File: src/rtl/hub75_pkg.sv
// Shared definitions for the HUB75 framebuffer blocks: register map, CTRL bit
// positions and the rectangle-fill FSM state encoding.
package hub75_pkg;

    // Register index, taken from addr[3:2]
    localparam logic [1:0] RegPos   = 2'd0;
    localparam logic [1:0] RegSize  = 2'd1;
    localparam logic [1:0] RegColor = 2'd2;
    localparam logic [1:0] RegCtrl  = 2'd3;

    // CTRL bit positions (write: start/buf/swap, read: busy/buf/swap/done)
    localparam int unsigned CtrlStartBit = 0;
    localparam int unsigned CtrlBusyBit  = 0;
    localparam int unsigned CtrlBufBit   = 1;
    localparam int unsigned CtrlSwapBit  = 2;
    localparam int unsigned CtrlDoneBit  = 8;

    typedef enum logic [2:0] {
        StIdle      = 3'd0,
        StIssue     = 3'd1,
        StWait      = 3'd2,
        StSwapIssue = 3'd3,
        StSwapWait  = 3'd4,
        StFinish    = 3'd5
    } state_e;

endpackage

File: src/rtl/hub75_fb_addr.sv
// Framebuffer byte address of pixel (x, y) in buffer i_buf.
module hub75_fb_addr #(
    parameter int unsigned ROWS    = 64,
    parameter int unsigned COLS    = 64,
    parameter logic [31:0] FB_BASE = 32'h8100_0000
) (
    input  logic        i_buf,
    input  logic [7:0]  i_x,
    input  logic [7:0]  i_y,
    output logic [31:0] o_addr
);

    logic [31:0] w_plane;
    logic [31:0] w_index;

    // Word index within the driver's two-plane framebuffer, scaled to bytes
    always_comb begin
        w_plane = i_buf ? 32'(ROWS * COLS) : 32'd0;
        w_index = w_plane + 32'(i_y) * 32'(COLS) + 32'(i_x);
        o_addr  = FB_BASE + (w_index << 2);
    end

endmodule

File: src/rtl/hub75_rect_fill.sv
// Rectangle fill engine: a small register block on the slave bus; a command
// writes one framebuffer word per pixel of the clipped rectangle through the
// master port, optionally followed by a buffer-swap write, then pulses done.
module hub75_rect_fill
    import hub75_pkg::*;
#(
    parameter int unsigned ROWS     = 64,
    parameter int unsigned COLS     = 64,
    parameter logic [31:0] FB_BASE  = 32'h8100_0000,
    parameter logic [31:0] REG_BASE = 32'h8200_0000
) (
    input  logic        clk,
    input  logic        rst_n,
    // register slave
    input  logic [31:0] addr,
    input  logic [31:0] wdata,
    input  logic [3:0]  wmask,
    input  logic        wen,
    input  logic        ren,
    output logic [31:0] rdata,
    output logic        ready,
    output logic        active,
    // framebuffer driver master
    output logic [31:0] m_addr,
    output logic [31:0] m_wdata,
    output logic [3:0]  m_wmask,
    output logic        m_wen,
    input  logic        m_ready,
    output logic        done
);

    localparam logic [31:0] SwapAddr = FB_BASE + 32'(8 * ROWS * COLS);

    state_e      r_state;
    state_e      w_state_d;
    logic [7:0]  r_x0, r_y0, r_w, r_h;
    logic [7:0]  r_x, r_y;
    logic [23:0] r_color;
    logic        r_buf, r_swap, r_done_sticky;
    logic [31:0] r_rdata;
    logic        r_ready;

    logic [1:0]  w_idx;
    logic        w_wr, w_rd, w_busy, w_start, w_empty, w_step;
    logic [8:0]  w_x_sum, w_y_sum, w_x_end, w_y_end, w_x_nxt, w_y_nxt;
    logic        w_last_col, w_last_row;
    logic [31:0] w_pix_addr, w_rd_val, w_ctrl_val;
    logic        w_unused;

    // 33-bit compare so a REG_BASE near the top of the map cannot wrap
    assign active = ({1'b0, addr} >= {1'b0, REG_BASE}) &&
                    ({1'b0, addr} < ({1'b0, REG_BASE} + 33'd16));
    assign w_idx    = addr[3:2];
    assign w_wr     = active & wen;
    assign w_rd     = active & ren;
    assign w_busy   = (r_state != StIdle);
    assign w_start  = w_wr && (w_idx == RegCtrl) && wdata[CtrlStartBit] && !w_busy;
    assign rdata    = r_rdata;
    assign ready    = r_ready;
    assign w_unused = ^{wdata[31:24], wmask[3]};

    // Clipped rectangle bounds and end-of-row / end-of-rect detection
    always_comb begin
        w_x_sum    = {1'b0, r_x0} + {1'b0, r_w};
        w_y_sum    = {1'b0, r_y0} + {1'b0, r_h};
        w_x_end    = (w_x_sum > 9'(COLS)) ? 9'(COLS) : w_x_sum;
        w_y_end    = (w_y_sum > 9'(ROWS)) ? 9'(ROWS) : w_y_sum;
        // also covers w=0, h=0 and an origin outside the panel
        w_empty    = (w_x_end <= {1'b0, r_x0}) || (w_y_end <= {1'b0, r_y0});
        w_x_nxt    = {1'b0, r_x} + 9'd1;
        w_y_nxt    = {1'b0, r_y} + 9'd1;
        w_last_col = (w_x_nxt >= w_x_end);
        w_last_row = (w_y_nxt >= w_y_end);
    end

    hub75_fb_addr #(
        .ROWS    (ROWS),
        .COLS    (COLS),
        .FB_BASE (FB_BASE)
    ) u_fb_addr (
        .i_buf  (r_buf),
        .i_x    (r_x),
        .i_y    (r_y),
        .o_addr (w_pix_addr)
    );

    // FSM state register
    always_ff @(posedge clk or negedge rst_n) begin
        if (!rst_n) begin
            r_state <= StIdle;
        end else begin
            r_state <= w_state_d;
        end
    end

    // Next state and master-port outputs; outputs hold through the WAIT states
    always_comb begin
        w_state_d = r_state;
        m_wen     = 1'b0;
        m_addr    = 32'd0;
        m_wdata   = 32'd0;
        m_wmask   = 4'd0;
        done      = 1'b0;
        w_step    = 1'b0;
        unique case (r_state)
            StIdle: begin
                if (w_start) begin
                    if (!w_empty)                w_state_d = StIssue;
                    else if (wdata[CtrlSwapBit]) w_state_d = StSwapIssue;
                    else                         w_state_d = StFinish;
                end
            end
            StIssue: begin
                m_wen     = 1'b1;
                m_addr    = w_pix_addr;
                m_wdata   = {8'd0, r_color};
                m_wmask   = 4'b0111;
                w_state_d = StWait;
            end
            StWait: begin
                m_addr  = w_pix_addr;
                m_wdata = {8'd0, r_color};
                m_wmask = 4'b0111;
                if (m_ready) begin
                    w_step = 1'b1;
                    if (w_last_col && w_last_row) begin
                        w_state_d = r_swap ? StSwapIssue : StFinish;
                    end else begin
                        w_state_d = StIssue;
                    end
                end
            end
            StSwapIssue: begin
                m_wen     = 1'b1;
                m_addr    = SwapAddr;
                m_wdata   = {31'd0, r_buf};
                m_wmask   = 4'b1111;
                w_state_d = StSwapWait;
            end
            StSwapWait: begin
                m_addr  = SwapAddr;
                m_wdata = {31'd0, r_buf};
                m_wmask = 4'b1111;
                if (m_ready) w_state_d = StFinish;
            end
            StFinish: begin
                done      = 1'b1;
                w_state_d = StIdle;
            end
            default: w_state_d = StIdle;
        endcase
    end

    // Pixel cursor: loaded on start, stepped row-major on each completed write
    always_ff @(posedge clk or negedge rst_n) begin
        if (!rst_n) begin
            r_x <= 8'd0;
            r_y <= 8'd0;
        end else if (w_start) begin
            r_x <= r_x0;
            r_y <= r_y0;
        end else if (w_step) begin
            if (w_last_col) begin
                r_x <= r_x0;
                r_y <= r_y + 8'd1;
            end else begin
                r_x <= r_x + 8'd1;
            end
        end
    end

    // Register writes, locked out while a command runs
    always_ff @(posedge clk or negedge rst_n) begin
        if (!rst_n) begin
            r_x0    <= 8'd0;
            r_y0    <= 8'd0;
            r_w     <= 8'd0;
            r_h     <= 8'd0;
            r_color <= 24'd0;
            r_buf   <= 1'b0;
            r_swap  <= 1'b0;
        end else if (w_wr && !w_busy) begin
            unique case (w_idx)
                RegPos: begin
                    if (wmask[0]) r_x0 <= wdata[7:0];
                    if (wmask[1]) r_y0 <= wdata[15:8];
                end
                RegSize: begin
                    if (wmask[0]) r_w <= wdata[7:0];
                    if (wmask[1]) r_h <= wdata[15:8];
                end
                RegColor: begin
                    if (wmask[0]) r_color[7:0]   <= wdata[7:0];
                    if (wmask[1]) r_color[15:8]  <= wdata[15:8];
                    if (wmask[2]) r_color[23:16] <= wdata[23:16];
                end
                RegCtrl: begin
                    if (wdata[CtrlStartBit]) begin
                        r_buf  <= wdata[CtrlBufBit];
                        r_swap <= wdata[CtrlSwapBit];
                    end
                end
                default: ;
            endcase
        end
    end

    // Sticky completion flag; a finishing command wins over a clearing read
    always_ff @(posedge clk or negedge rst_n) begin
        if (!rst_n) begin
            r_done_sticky <= 1'b0;
        end else if (r_state == StFinish) begin
            r_done_sticky <= 1'b1;
        end else if (w_rd && (w_idx == RegCtrl)) begin
            r_done_sticky <= 1'b0;
        end
    end

    // Read data mux
    always_comb begin
        w_ctrl_val              = 32'd0;
        w_ctrl_val[CtrlBusyBit] = w_busy;
        w_ctrl_val[CtrlBufBit]  = r_buf;
        w_ctrl_val[CtrlSwapBit] = r_swap;
        w_ctrl_val[CtrlDoneBit] = r_done_sticky;
        w_rd_val                = 32'd0;
        unique case (w_idx)
            RegPos:   w_rd_val = {16'd0, r_y0, r_x0};
            RegSize:  w_rd_val = {16'd0, r_h, r_w};
            RegColor: w_rd_val = {8'd0, r_color};
            RegCtrl:  w_rd_val = w_ctrl_val;
            default:  w_rd_val = 32'd0;
        endcase
    end

    // Slave response registered one cycle after the request
    always_ff @(posedge clk or negedge rst_n) begin
        if (!rst_n) begin
            r_ready <= 1'b0;
            r_rdata <= 32'd0;
        end else begin
            r_ready <= active & (ren | wen);
            r_rdata <= w_rd ? w_rd_val : 32'd0;
        end
    end

endmodule

File: config.mk
export PLATFORM = sky130hd
export DESIGN_NAME = hub75_rect_fill
export DESIGN_NICKNAME = d
export VERILOG_FILES = /design/src/rtl/hub75_pkg.sv /design/src/rtl/hub75_fb_addr.sv /design/src/rtl/hub75_rect_fill.sv
export SDC_FILE = /design/constraint.sdc
export NUM_CORES = 1
export LEC_CHECK = 0
export BUFFER_PORTS_ARGS = -buffer_cell sky130_fd_sc_hd__clkbuf_2
export CORE_ASPECT_RATIO = 0.5
export CORE_MARGIN = 2
export CORE_UTILIZATION = 50
export DETAILED_ROUTE_END_ITERATION = 12
export GPL_TIMING_DRIVEN = 0
export PLACE_DENSITY = 0.78
export SKIP_LAST_GASP = 1
export SLEW_MARGIN = 15
export SYNTH_ARGS = -nofsm -noshare
export SYNTH_HDL_FRONTEND = slang
export SYNTH_SLANG_ARGS = --single-unit
File: constraint.sdc
create_clock -name clk -period 11.8 [get_ports clk]
set_clock_uncertainty 0.1 [all_clocks]
set_input_delay 2.36 -clock clk [delete_from_list [all_inputs] [get_ports clk]]
set_output_delay 2.36 -clock clk [all_outputs]
set_load 0.1 [all_outputs]
# --- Yosys cells after proc, flatten, opt, wreduce, memory -nomap -nowiden ---
# Cells that the tools add are included.
# W data, S select, Z words.
totals:
  output_inout_bits: 104
  elab_cells: 103
  reg_bits: 111
classes:
  eq_ne: 11
  muxes: 28
  add_sub_neg: 9
  reduce_logical: 28
  order_cmp: 8
  bitwise_logic: 4
op_table:
  columns: ["op", "count"]
  rows:
  - ["$pmux W32 S4", 1]
  - ["$pmux W32 S2", 1]
  - ["$mux W8", 6]
  - ["$pmux W24 S2", 1]
  - ["$add A32 B32 Y32 const A", 1]
  - ["$ge A32 B32 Y1 const B", 1]
  - ["$lt A32 B32 Y1 const B", 1]
  - ["$mux W32", 1]
  - ["$add A30 B14 Y30", 1]
  - ["$add A30 B8 Y30", 1]
  - ["$reduce_and A3 Y1", 9]
  - ["$mux W3", 7]
  - ["$add A8 B1 Y9 const B", 2]
  - ["$add A8 B8 Y9", 2]
  - ["$ge A9 B9 Y1", 2]
  - ["$gt A9 B7 Y1 const B", 2]
  - ["$le A9 B8 Y1", 2]
  - ["$mux W9", 2]
  - ["$add A8 B1 Y8 const B", 2]
  - ["$pmux W3 S5", 1]
  - ["$mux W13", 1]
  - ["$pmux W4 S2", 1]
  - ["$logic_and A1 B1 Y1", 7]
  - ["$eq A3 B2 Y1 const B", 2]
  - ["other kinds (16)", 31]

# --- Depth between registers and ports, before layout ---
# Gate-level depths: netlist (run 1).
logic_depth:
  depth_word: 8
  depth_mapped: 20
  depth_no_buf: 20

# --- Cells and area by module ---
# Synthesis (run 1) repeated with hierarchy kept, for this count alone.
unflattened:
  cells_unflattened: 772
  hier_area_um2: 7258.2
modules_own_cells:
  columns: ["mod", "area_per_inst_um2", "instances", "cells_each", "seq_area_each_um2"]
  rows:
  - ["hub75_rect_fill", 6881.6, 1, 721, 2577.5]
  - ["hub75_fb_addr", 376.6, 1, 51, 0.0]

# --- Worst setup path before layout (run 1) ---
# No wires, ideal clock.
synth_timing:
  kind: "register to output"
  start: "register r_state[2]"
  end: "output port m_wdata[0]"
  t_arrival_ns: 3.877
  required_ns: 9.340
  path_stages_with_launch: 4
  setup_slack_ns: 5.463
  path_cell_list: "dfrtp_1 -> clkbuf_1 -> o21ai_0 -> a22o_1"
synth_via:
  elab_chain_len: 3
synth_rtl:
  columns: ["element", "line_no", "rtl"]
  rows:
  - ["start, declared", "hub75_rect_fill.sv:34", "state_e r_state;"]
  - ["start signal, assigned", "hub75_rect_fill.sv:90", "r_state <= StIdle;"]
  - ["start signal, assigned", "hub75_rect_fill.sv:92", "r_state <= w_state_d;"]
  - ["$eq A3 B3 Y1, or another cell as far along", "hub75_rect_fill.sv:105", "unique case (r_state)"]
  - ["$reduce_or A2 Y1 (no line)", null, null]
  - ["$pmux W24 S2 (*)", "hub75_rect_fill.sv:105", null]
  - ["end, declared", "hub75_rect_fill.sv:25", "output logic [31:0] m_wdata,"]
# Every way passes the cells marked *; elsewhere a longest branch is shown, timed or not.

# --- Final worst setup path (run 1) ---
layout_timing:
  start: "input port addr[14]"
  end: "output port active"
layout_via:
  elab_chain_len: 2
layout_rtl:
  columns: ["element", "line_no", "rtl"]
  rows:
  - ["start, declared", "hub75_rect_fill.sv:15", "input logic [31:0] addr,"]
  - ["$ge A32 B32 Y1 / $lt A32 B32 Y1 (equally long branches)", "hub75_rect_fill.sv:51, hub75_rect_fill.sv:52", null]
  - ["$logic_and A1 B1 Y1 (*)", "hub75_rect_fill.sv:51", "assign active = ({1'b0, addr} >= {1'b0, REG_BASE}) &&"]
  - ["end, declared", "hub75_rect_fill.sv:22", "output logic active,"]
# Marks and branches as above.

==> results of run 1 <==
## report_power, final
| group | total, mW | internal [mW] | switching, mW |
|---|---|---|---|
| clock | 0.296 | 0.153 | 0.144 |
| sequential | 0.398 | 0.373 | 0.0249 |
| combinational | 0.716 | 0.164 | 0.551 |
## cells by family after synthesis
group                      Yosys count  share of synthesized area
AOI/OAI and AO/OA                  115                      0.109
xor gates and xnor gates            27                     0.0334
adders and majority gates           56                      0.102
buffers and inverters              100                     0.0744
DFF                                103                      0.364
muxes                               83                      0.134
other                                2                    0.00106
and+or+nand+nor                    245                      0.182
## cells in the final DEF (no fill, tap or decap), types with 5 or more instances in the layout
| cell | netlist | final |
|---|---|---|
| a21o_1 | 7 | 7 |
| nand2_1 | 47 | 47 |
| buf_4 | 37 | 37 |
| o21ai_0 | 20 | 20 |
| nand3_1 | 17 | 17 |
| ha_1 | 53 | 53 |
| nand2b_1 | 11 | 11 |
| conb_1 | 2 | 37 |
| xnor2_1 | 19 | 19 |
| nor3_1 | 7 | 7 |
| mux2_1 | 6 | 6 |
| nand4_1 | 7 | 7 |
| xor2_1 | 8 | 8 |
| clkbuf_2 | 0 | 133 |
| and3_1 | 22 | 22 |
| o21ai_1 | 9 | 9 |
| a21oi_1 | 33 | 33 |
| nor2b_1 | 8 | 8 |
| clkbuf_1 | 20 | 20 |
| dfrtp_1 | 103 | 103 |
| and2_1 | 36 | 36 |
| o22a_1 | 5 | 5 |
| mux2i_1 | 24 | 24 |
| clkbuf_16 | 0 | 9 |
| inv_1 | 38 | 38 |
| nor2_1 | 62 | 62 |
| a31oi_1 | 7 | 7 |
| nor4_1 | 6 | 6 |
| mux2_2 | 49 | 49 |
## cells in the mapped netlist, drive strengths merged (5+ instances only)
master | n | area, µm²
dfrtp | 103 | 2580
nor2 | 62 | 233
mux2 | 55 | 619
ha | 53 | 663
nand2 | 47 | 176
buf | 42 | 309
inv | 38 | 143
and2 | 36 | 225
a21oi | 34 | 174
o21ai | 30 | 154
mux2i | 24 | 240
and3 | 22 | 138
clkbuf | 20 | 75.1
xnor2 | 19 | 166
nand3 | 18 | 103
nand2b | 11 | 68.8
nand4 | 8 | 56.3
nor2b | 8 | 50.1
nor3 | 8 | 45.0
xor2 | 8 | 70.1
a21o | 7 | 52.6
a31oi | 7 | 43.8
nor4 | 6 | 37.5
o22a | 5 | 43.8
## state kept, by name, indices dropped and copies added, names as in the netlist, 3 cells and up
signal and cells:
r_y 8, r_w 8, r_x 8, r_x0 8, r_y0 8, r_color 24, r_state 3, r_h 8
rdata 24
## worst max-delay path: stages
cell and delay [ns]:
clkbuf_2 0.08, nor4_1 0.29, nand4_1 0.17, nor3_2 0.30
buf_4 0.25, clkbuf_2 0.48
## final cells by class
| class | count | area [µm²] | share of cell area |
|---|---|---|---|
| multi-input combinational | 563 | 4110 | 0.486 |
| sequential | 103 | 2580 | 0.305 |
| timing repair buffer | 135 | 707 | 0.0837 |
| buffer | 62 | 384 | 0.0455 |
| tap | 192 | 240 | 0.0284 |
| clock buffer | 10 | 239 | 0.0283 |
| inverter | 38 | 143 | 0.0169 |
| clock inverter | 6 | 51.3 | 0.00607 |
## per-stage QoR
step / worst slack (ns) / cells / util
6_report: 5.40 / 1109 / 0.617
5_1_grt: 5.31 / 1109 / 0.617
4_1_cts: 5.42 / 1109 / 0.617
3_5_place_dp: 5.42 / 1093 / 0.596
3_3_place_gp: 5.43 / 1092 / 0.593
2_1_floorplan: 5.46 / 766 / -
## per-layer routing
layer	global-route usage	wire, µm
met4	0.0588	223
met2	0.411	8620
met3	0.0321	820
met5	0	0
met1	0.306	7860
## how the worst max path moves through the flow
stage	endpoint	slack [ns]	cells past startpoint
2_1_floorplan	m_wdata[0]	5.46	3
4_1_cts	active	5.42	6
6_report	active	5.40	6
3_3_place_gp	active	5.43	5
3_5_place_dp	active	5.42	5
5_1_grt	active	5.31	6
==> summary.txt, run 1 <==
Outcome
  – Status: finished, final reports clean

Die
  – Initial core utilization: 0.517
  – I/O Pins: 177
  – # rows: 30
  – Die ar.: approximately 15000 µm²
  – Die Wd: roughly 170 µm
  – Die Y-Extent: between 80 and 90 µm
  – Core area: approximately 14000 µm²

Worst setup path
  – Reg2reg setup slack: a little over 7 ns
  – Max Fanout on Critical Path: 10
  – Critical R2R Capture: r_x[6]
  – Reg2reg path depth: 18
  – R2R Path Start: r_x0[0]
  – WS Path Type: in -> out
  – CP Capture Type: output port
  – Req. time, crit path: 9.34 ns
  – Startpoint Class: input port
  – Crit path launch: addr[14]
  – Crit path arrival time: between 3 and 4 ns

Logic synthesis
  – Synth cell types: 70
  – Cells after Synth: between 700 and 800
  – Post-synth EDFFs: 0
  – Sequential share of the synthesized area: 0.364
  – Ys async rst share: 1.00
  – Mapped cell area: just over 7000 µm²
  – Synthesized flop and latch total: a little over 100
  – Top FF cell, synth: dfrtp_1
  – YS warnings: 0
  – Synth Area per Inst: approximately 9.7 µm²

Timing
  – Relative slew slack: 0.446
  – Post-Route Setup TNS: 0 ns
  – Period utilization: 0.543
  – Setup violations, final: 0
  – Slew Viols, Final: 0
  – Slew @ Worst Pin: between 0.8 and 0.9 ns
  – Final hold viol count: 0
  – Minimum clock period: ~6.4 ns
  – Max Freq: 156 MHz
  – Hold Slack: 0.380 ns
  – RSZ-0062 raised after global routing: no

Min path
  – Hold Crit Class: reg -> reg
  – Hold depth: 1
  – WHS Endpoint: r_done_sticky
  – Hold_sp: r_done_sticky

Power and ir drop
  – PD cells: 167 nW/µm²
  – Maximum vdd ir drop: between 200 and 250 µV
  – Leakage: 4.51 nW
  – Tot Pwr: 1.41 mW

Run
  – Max_cap viols: 0

Placed design
  – Post-Place Cell Area: about 8200 µm²
  – GPL Wtd Cong: 0.889
  – Dpl hpwl: roughly 14000 µm
  – Port-buffer cells: approximately 130

Route
  – DRT Wirelength: ~18000 µm
  – TritonRoute pass-1 iters: 5
  – Post-DRT Antenna Nets: 0
  – Drt first-iter violations: 299
  – DRC: 0
  – Routed vias: between 5000 and 6000
  – Vias per cell: 5.37
  – Routed len/inst: between 15 and 20 µm

Final layout
  – Final instance area: roughly 8500 µm²
  – Share of post-route cells with drive strength above 1: 0.284
  – Fill cell count: between 1000 and 1500
  – Final nets: about 1000
  – ANT cells: 0
  – Layout area overhead: 19.3%

Clocking
  – Clk buf depth: 2
  – Sink Count: around 100
  – Worst-Skew Late Latency: 0.35 ns
  – Clock Tree Root: clkbuf_16
  – H-tree level count: 3
  – Post-CTS sizing: 0
  – # Post-CTS Setup Buffers: 0
  – Clock transition at the registers of the reported paths: 0.07 ns
  – Post-CTS Hold Fix Bufs: 0
  – CTS tree: yes
  – CTS Buf Count: 9

GRT
  – First-pass GRT wire length: between 20000 and 30000 µm
  – Vias in the first global route: 5607
  – Grt total ovfl: 0
  – Initial antenna violation count: 0
  – Pin count of the biggest net entering global routing: 82
  – Aggregate global-route resource usage: 0.233
Note: power is estimated with default switching activity, not from simulation.
==> run 2: changes to the inputs <==
--- a/config.mk
+++ b/config.mk
@@ -8,10 +8,10 @@
 export BUFFER_PORTS_ARGS = -buffer_cell sky130_fd_sc_hd__clkbuf_2
 export CORE_ASPECT_RATIO = 0.5
 export CORE_MARGIN = 2
-export CORE_UTILIZATION = 50
+export CORE_UTILIZATION = 49
 export DETAILED_ROUTE_END_ITERATION = 12
 export GPL_TIMING_DRIVEN = 0
-export PLACE_DENSITY = 0.78
+export PLACE_DENSITY = 0.79
 export SKIP_LAST_GASP = 1
 export SLEW_MARGIN = 15
 export SYNTH_ARGS = -nofsm -noshare
==> constraint.sdc (replaced) <==
create_clock -name clk -period 5.4 [get_ports clk]
set_clock_uncertainty 0.1 [all_clocks]
set_input_delay 1.08 -clock clk [delete_from_list [all_inputs] [get_ports clk]]
set_output_delay 1.08 -clock clk [all_outputs]
set_load 0.1 [all_outputs]
==> run 2 against run 1 <==
  * Final cell count is the same
  * Sequential share of layout area is the same
  * Critical path depth grew 12
  * First-iteration DRC count grew 22%
  * Count of clock-buffer cells in the layout is the same
  * Die area grew 2.0%
  * Core utilization shrank 0.50 points
  * Largest cell class unchanged
==> summary.txt, run 2 (synthesized netlist as in run 1, its figures left out) <==
Outcome
  – Status: finished, final reports clean

Clocking
  – Post-CTS Hold Fix Bufs: 0 (unchanged)
  – Worst-Skew Late Latency: 0.35 ns (about the same)
  – Post-CTS sizing: 0 (unchanged)
  – H-tree level count: 3 (unchanged)
  – # Post-CTS Setup Buffers: 0 (unchanged)
  – Clk buf depth: 2 (unchanged)
  – Clock transition at the registers of the reported paths: 0.07 ns (about the same)
  – Sink Count: 103 (unchanged)
  – CTS Buf Count: 9 (unchanged)
  – Clock Tree Root: clkbuf_16
  – CTS tree: yes

GRT
  – Initial antenna violation count: 0 (unchanged)
  – Pin count of the biggest net entering global routing: 90 (+9.8%)
  – Met3 Use GR: 0.0429 (+0.0109)
  – Vias in the first global route: 5669 (+1.1%)
  – Global routing usage on met1: 0.292 (-0.0133)
  – First-pass GRT wire length: 27800 µm (+0.50%)
  – Grt total ovfl: 0 (unchanged)
  – Layer with the highest usage: met2
  – Met2 Track Usage GR: 0.390 (-0.0218)
  – Aggregate global-route resource usage: 0.226 (-0.00638)

Die
  – Die Wd: 174 µm (+0.99%)
  – # rows: 30 (unchanged)
  – Die Y-Extent: 89.0 µm (+0.97%)
  – Die ar.: 15500 µm² (+2.0%)
  – Initial core utilization: 0.513 (-0.00421)
  – Core area: 13800 µm² (+0.82%)
  – I/O Pins: 177 (unchanged)

Worst setup path
  – Max Fanout on Critical Path: 10 (unchanged)
  – WP buf/inv: 3 (unchanged)
  – Critical R2R Capture: r_x[5]
  – Crit path arrival time: 4.73 ns (+0.79 ns)
  – CP Capture Type: flip-flop
  – Req. time, crit path: 5.54 ns (-3.80 ns)
  – Reg2reg setup slack: 0.81 ns (-6.34 ns)
  – Crit-path cells: ha_1 > inv_1 > fa_1 > and2b_1 > o221ai_1 > a21o_1 > o31ai_1 > o211a_4 > nand2_1 > ha_1 > a21o_1 > a211oi_1 > o211a_1 > o211a_1 > buf_2 > buf_2 > a31oi_1 > o22a_1
  – WS Path Type: reg -> reg
  – Worst setup endpoint: r_x[5]
  – Max incr delay on CP: 0.46 ns (-0.02 ns)
  – R2R Path Start: r_x0[0]
  – Startpoint Class: flip-flop
  – Critical Path Stages: 18 (+12)
  – Reg2reg path depth: 18 (unchanged)
  – Crit-path slowest cell: dfrtp_1
  – CP top delay family: compound AO/OA/AOI/OAI gates
  – Crit path launch: r_x0[0]

Final layout
  – Final nets: 1041 (unchanged)
  – ANT cells: 0 (unchanged)
  – Highest-count cells in the layout ignoring fill and taps: clkbuf_2, dfrtp_1, nor2_1
  – Layout area overhead: 19.3% (unchanged)
  – Finished Core Util: 0.612 (-0.00503)
  – Most common cell after layout, fill and taps aside: clkbuf_2
  – Share of post-route cells with drive strength above 1: 0.284 (unchanged)

Route
  – Routed len/inst: 15.8 µm (-0.26%)
  – DRC: 0 (unchanged)
  – Routed vias: 5916 (-0.59%)
  – Vias per cell: 5.33 (-0.59%)
  – DRT Wirelength: 17500 µm (-0.26%)
  – TritonRoute pass-1 iters: 5 (unchanged)
  – Post-DRT Antenna Nets: 0 (unchanged)
  – Drt first-iter violations: 364 (+22%)

Power and ir drop
  – Leakage: 4.51 nW (unchanged)
  – Tot Pwr: 3.08 mW (+120%)
  – PD cells: 364 nW/µm² (+120%)
  – Maximum vdd ir drop: 438 µV (+95%)

Timing
  – Post-Route Setup TNS: 0 ns (unchanged)
  – Final worst slack: 0.812 ns (-4.58 ns)
  – Slew @ Worst Pin: 0.784 ns (-0.0465 ns)
  – Slew Viols, Final: 0 (unchanged)
  – Max Freq: around 220 MHz
  – Final hold viol count: 0 (unchanged)
  – Relative slew slack: 0.477 (+0.0310)
  – Setup violations, final: 0 (unchanged)
  – Period utilization: 0.850
  – Minimum clock period: ~4.6 ns
  – RSZ-0062 raised after global routing: no

Min path
  – Hold Crit Class: reg -> reg

Placed design
  – GPL Wtd Cong: 0.908 (+2.1%)
  – Dpl hpwl: 13700 µm (+0.10%)
  – Place WS: 0.818 ns (-4.60 ns)
  – Port-buffer cells: 134 (unchanged)

Run
  – Max_cap viols: 0 (unchanged)
-- run 2: cell counts in the layout (fill, tap and decap cells not counted) --
No cell type changed its count.
-- run 2: final cells by class --
| cell class | instances | area, µm² |
|---|---|---|
| repair buffers | 135 | 707 |
| well taps | 192 | 240 |
| clock inverters | 6 | 51.3 |
| clock buffers | 10 | 239 |
| fillers | 1160 | 5360 |
| multi-input cells | 563 | 4110 |
| plain buffers | 62 | 384 |
| flip-flops and latches | 103 | 2580 |
| inverters | 38 | 143 |
-- run 2: worst min-delay path by stage --
stage                        startpoint       endpoint  slack [ns]  depth (start not counted)
after detailed placement  r_done_sticky  r_done_sticky        0.37                          1
after global routing      r_done_sticky  r_done_sticky        0.40                          1
final                     r_done_sticky  r_done_sticky        0.38                          1
after global placement    r_done_sticky  r_done_sticky        0.35                          1
after floorplan           r_done_sticky  r_done_sticky        0.34                          1
after CTS                 r_done_sticky  r_done_sticky        0.38                          1
-- run 2: metal layers --
metal	vias to the layer above	wire, µm
li1	2860	-
met1	2871	7910
met3	32	807
met2	153	8340
met5	-	0
met4	0	421
-- run 2: stage by stage --
stage | hold slack (ns) | cell area [µm²] | instances
4_1_cts | 0.384 | 8450 | 1109
3_3_place_gp | 0.354 | 8120 | 1092
5_1_grt | 0.403 | 8450 | 1109
3_5_place_dp | 0.370 | 8160 | 1093
6_report | 0.381 | 8450 | 1109
2_1_floorplan | 0.345 | 7210 | 766
-- run 2: power breakdown --
part	internal [mW]	leakage [nW]	switching (mW)	total, mW
sequential	0.816	1.42	0.0551	0.871
clock	0.333	0.145	0.310	0.644
combinational	0.360	2.94	1.20	1.56
total	1.51	4.51	1.57	3.08
==> run 3: changes to the inputs <==
--- a/config.mk
+++ b/config.mk
@@ -8,10 +8,10 @@
 export BUFFER_PORTS_ARGS = -buffer_cell sky130_fd_sc_hd__clkbuf_2
 export CORE_ASPECT_RATIO = 0.5
 export CORE_MARGIN = 2
-export CORE_UTILIZATION = 49
+export CORE_UTILIZATION = 50
 export DETAILED_ROUTE_END_ITERATION = 12
 export GPL_TIMING_DRIVEN = 0
-export PLACE_DENSITY = 0.79
+export PLACE_DENSITY = 0.78
 export SKIP_LAST_GASP = 1
 export SLEW_MARGIN = 15
 export SYNTH_ARGS = -nofsm -noshare
==> constraint.sdc (replaced) <==
create_clock -name clk -period 4.32 [get_ports clk]
set_clock_uncertainty 0.1 [all_clocks]
set_input_delay 0.864 -clock clk [delete_from_list [all_inputs] [get_ports clk]]
set_output_delay 0.864 -clock clk [all_outputs]
set_load 0.1 [all_outputs]
==> run 3 against run 2 <==
  * Sequential power grew 25%
  * Combinational power increased by 29%
  * Flip-flop and latch count did not move
  * Routed wire length grew 5.7%
  * Global-route usage grew 1.9 points
  * Largest power group unchanged
==> summary.txt, run 3 (synthesized netlist as in run 1, its figures left out) <==
Worst setup path
  – Startpoint Class: flip-flop
  – Most used cell, CP: o211a_1
  – CP Capture Type: flip-flop
  – WS Path Type: reg -> reg
  – WP buf/inv: 3 (unchanged)
  – CP top delay family: compound AO/OA/AOI/OAI gates
  – Req. time, crit path: 4.47 ns (-1.07 ns)
  – Max incr delay on CP: 0.52 ns (+0.06 ns)
  – Crit path arrival time: 4.32 ns (-0.41 ns)
  – Crit-path cells: ha_4 > inv_1 > fa_2 > nor2b_1 > nor3b_2 > mux2i_2 > nor4b_2 > o211a_4 > or2b_1 > ha_1 > a21o_1 > a21oi_2 > o211a_1 > o211a_1 > buf_6 > buf_4 > nor2_1 > a31oi_1 > o22a_1
  – Reg2reg setup slack: 0.15 ns (-0.67 ns)
  – Max Fanout on Critical Path: 7 (-3)
  – Crit-path slowest cell: fa_2

Outcome
  – Status: finished, final reports clean

Power and ir drop
  – Comb power frac: 0.500 (-0.008)
  – Power Internal: 2.03 mW (+34%)
  – PD cells: 462 nW/µm² (+27%)
  – Clock network power share: 0.230 (+0.021)
  – Sw Ratio: 0.498 (-0.0116)
  – Seq pwr share: 0.270 (-0.013)
  – Maximum vdd ir drop: 763 µV (+74%)
  – Leakage: 4.60 nW (+2.1%)
  – Switching pwr: 2.01 mW (+28%)

Timing
  – Relative slew slack: 0.443 (-0.0342)
  – Final hold viol count: 0 (unchanged)
  – Slew Viols, Final: 0 (unchanged)
  – Max Freq: 240 MHz (+9.9%)
  – Setup violations, final: 0 (unchanged)
  – Slew @ Worst Pin: 0.835 ns (+0.0514 ns)
  – Minimum clock period: 4.17 ns (-0.413 ns)
  – Period utilization: 0.966 (+0.117)

Clocking
  – Clock Tree Root: clkbuf_16
  – Sink Count: 103 (unchanged)
  – H-tree level count: 3 (unchanged)
  – Clk buf depth: 2 (unchanged)
  – Clock transition at the registers of the reported paths: 0.08 ns (about the same)
  – CTS Buf Count: 9 (unchanged)
  – CTS tree: yes
  – Worst-Skew Late Latency: 0.35 ns (about the same)

Route
  – DRC: 0 (unchanged)
  – TritonRoute pass-1 iters: 4 (-1)
  – Vias per cell: 5.37 (+0.69%)
  – Routed vias: 6032 (+2.0%)
  – DRT Wirelength: 18500 µm (+5.7%)
  – Routed len/inst: 16.4 µm (+4.3%)
  – Post-DRT Antenna Nets: 0 (unchanged)
  – Drt first-iter violations: 383 (+5.2%)

Die
  – Die Y-Extent: 88.2 µm (-0.96%)
  – I/O Pins: 177 (unchanged)
  – Die ar.: 15200 µm² (-1.9%)
  – Core area: 13700 µm² (-0.82%)
  – # rows: 30 (unchanged)
  – Die Wd: 172 µm (-0.98%)
  – Initial core utilization: 0.517 (+0.00421)

Placed design
  – Port-buffer cells: 134 (unchanged)
  – Placed cell count: 1093 (unchanged)
  – GPL Wtd Cong: 0.890 (-2.0%)
  – Post-Place Cell Area: 8160 µm² (unchanged)
  – Dpl hpwl: 13900 µm (+1.8%)

GRT
  – Vias in the first global route: 5842 (+3.1%)
  – Met2 Track Usage GR: 0.430 (+0.0407)
  – Grt total ovfl: 0 (unchanged)
  – Global routing usage on met1: 0.309 (+0.0165)
  – First-pass GRT wire length: 28900 µm (+3.7%)
  – Initial antenna violation count: 0 (unchanged)
  – Pin count of the biggest net entering global routing: 78 (-13%)
  – Aggregate global-route resource usage: 0.246 (+0.0193)
  – Layer with the highest usage: met2
  – Met3 Use GR: 0.0560 (+0.0131)

Run
  – Max_cap viols: 0 (unchanged)

Final layout
  – Layout area overhead: 23.3%
  – Highest-count cells in the layout ignoring fill and taps: clkbuf_2, dfrtp_1, nor2_1
  – Most common cell after layout, fill and taps aside: clkbuf_2
  – Final instance area: 8730 µm² (+3.4%)
  – Fill cell count: 1084 (-6.6%)
  – Non-filler cells, final: 1123 (+1.3%)
  – Final nets: 1055 (+1.3%)
  – Register area: 2580 µm² (+0.15%)
  – Share of post-route cells with drive strength above 1: 0.319 (+0.0355)
  – ANT cells: 0 (unchanged)
  – Multi-input logic area: 4220 µm² (+2.6%)

Min path
  – Hold Crit Class: in -> async
run 3: metrics by stage:
step | setup TNS, ns | power [mW] | hold slack, ns | utilization | worst slack (ns)
6_report | 0 | 4.04 | 0.283 | 0.638 | 0.145
5_1_grt | -0.0971 | 4.21 | 0.290 | 0.638 | -0.0292
4_1_cts | 0 | 3.99 | 0.284 | 0.624 | 0.0204
3_5_place_dp | -4.32 | 3.05 | 0.370 | 0.596 | -0.360
3_3_place_gp | -1.63 | 3.02 | 0.354 | 0.593 | -0.186
2_1_floorplan | 0 | 2.67 | 0.345 | - | 0.241
run 3: layout make-up:
| type | instances | share of cell area |
|---|---|---|
| flip-flops and latches | 103 | 0.296 |
| well taps | 192 | 0.0275 |
| clock buffers | 9 | 0.0258 |
| repair buffers | 150 | 0.0938 |
| inverters | 38 | 0.0163 |
| plain buffers | 61 | 0.0453 |
| multi-input cells | 563 | 0.483 |
| clock inverters | 7 | 0.0130 |
run 3: power by group through the flow:
stage | logic [mW] | registers [mW] | clock network [mW]
2_1_floorplan | 1.59 | 1.08 | 0
3_3_place_gp | 1.92 | 1.10 | 0
4_1_cts | 1.96 | 1.09 | 0.942
3_5_place_dp | 1.95 | 1.11 | 0
5_1_grt | 2.13 | 1.10 | 0.975
6_report | 2.02 | 1.09 | 0.927
run 3: routing by layer:
layer / vias to the layer above / share of wire
met5: - / 0
met4: 0 / 0.017
met3: 30 / 0.052
met2: 178 / 0.50
met1: 2937 / 0.43
li1: 2887 / -
run 3: path summary, 6_finish.rpt:
check,startpoint,endpoint,depth (start not counted)
max in group asynchronous,rst_n,r_x0[1],2
worst max register to register,r_w[0],r_x[4],19
worst min-delay path,rst_n,r_y0[1],1
worst min register to register,r_done_sticky,r_done_sticky,1
worst max-delay path,r_w[0],r_x[4],19
min in group clk,r_done_sticky,r_done_sticky,1
run 3: what timing repair did:
action | CTS | global route
endpoints found under the setup margin | 18 | 18
hold buffers | 0 | 0
buffers inserted | 4 | 11
pin swaps | 1 | 10
resized for setup | 7 | 26
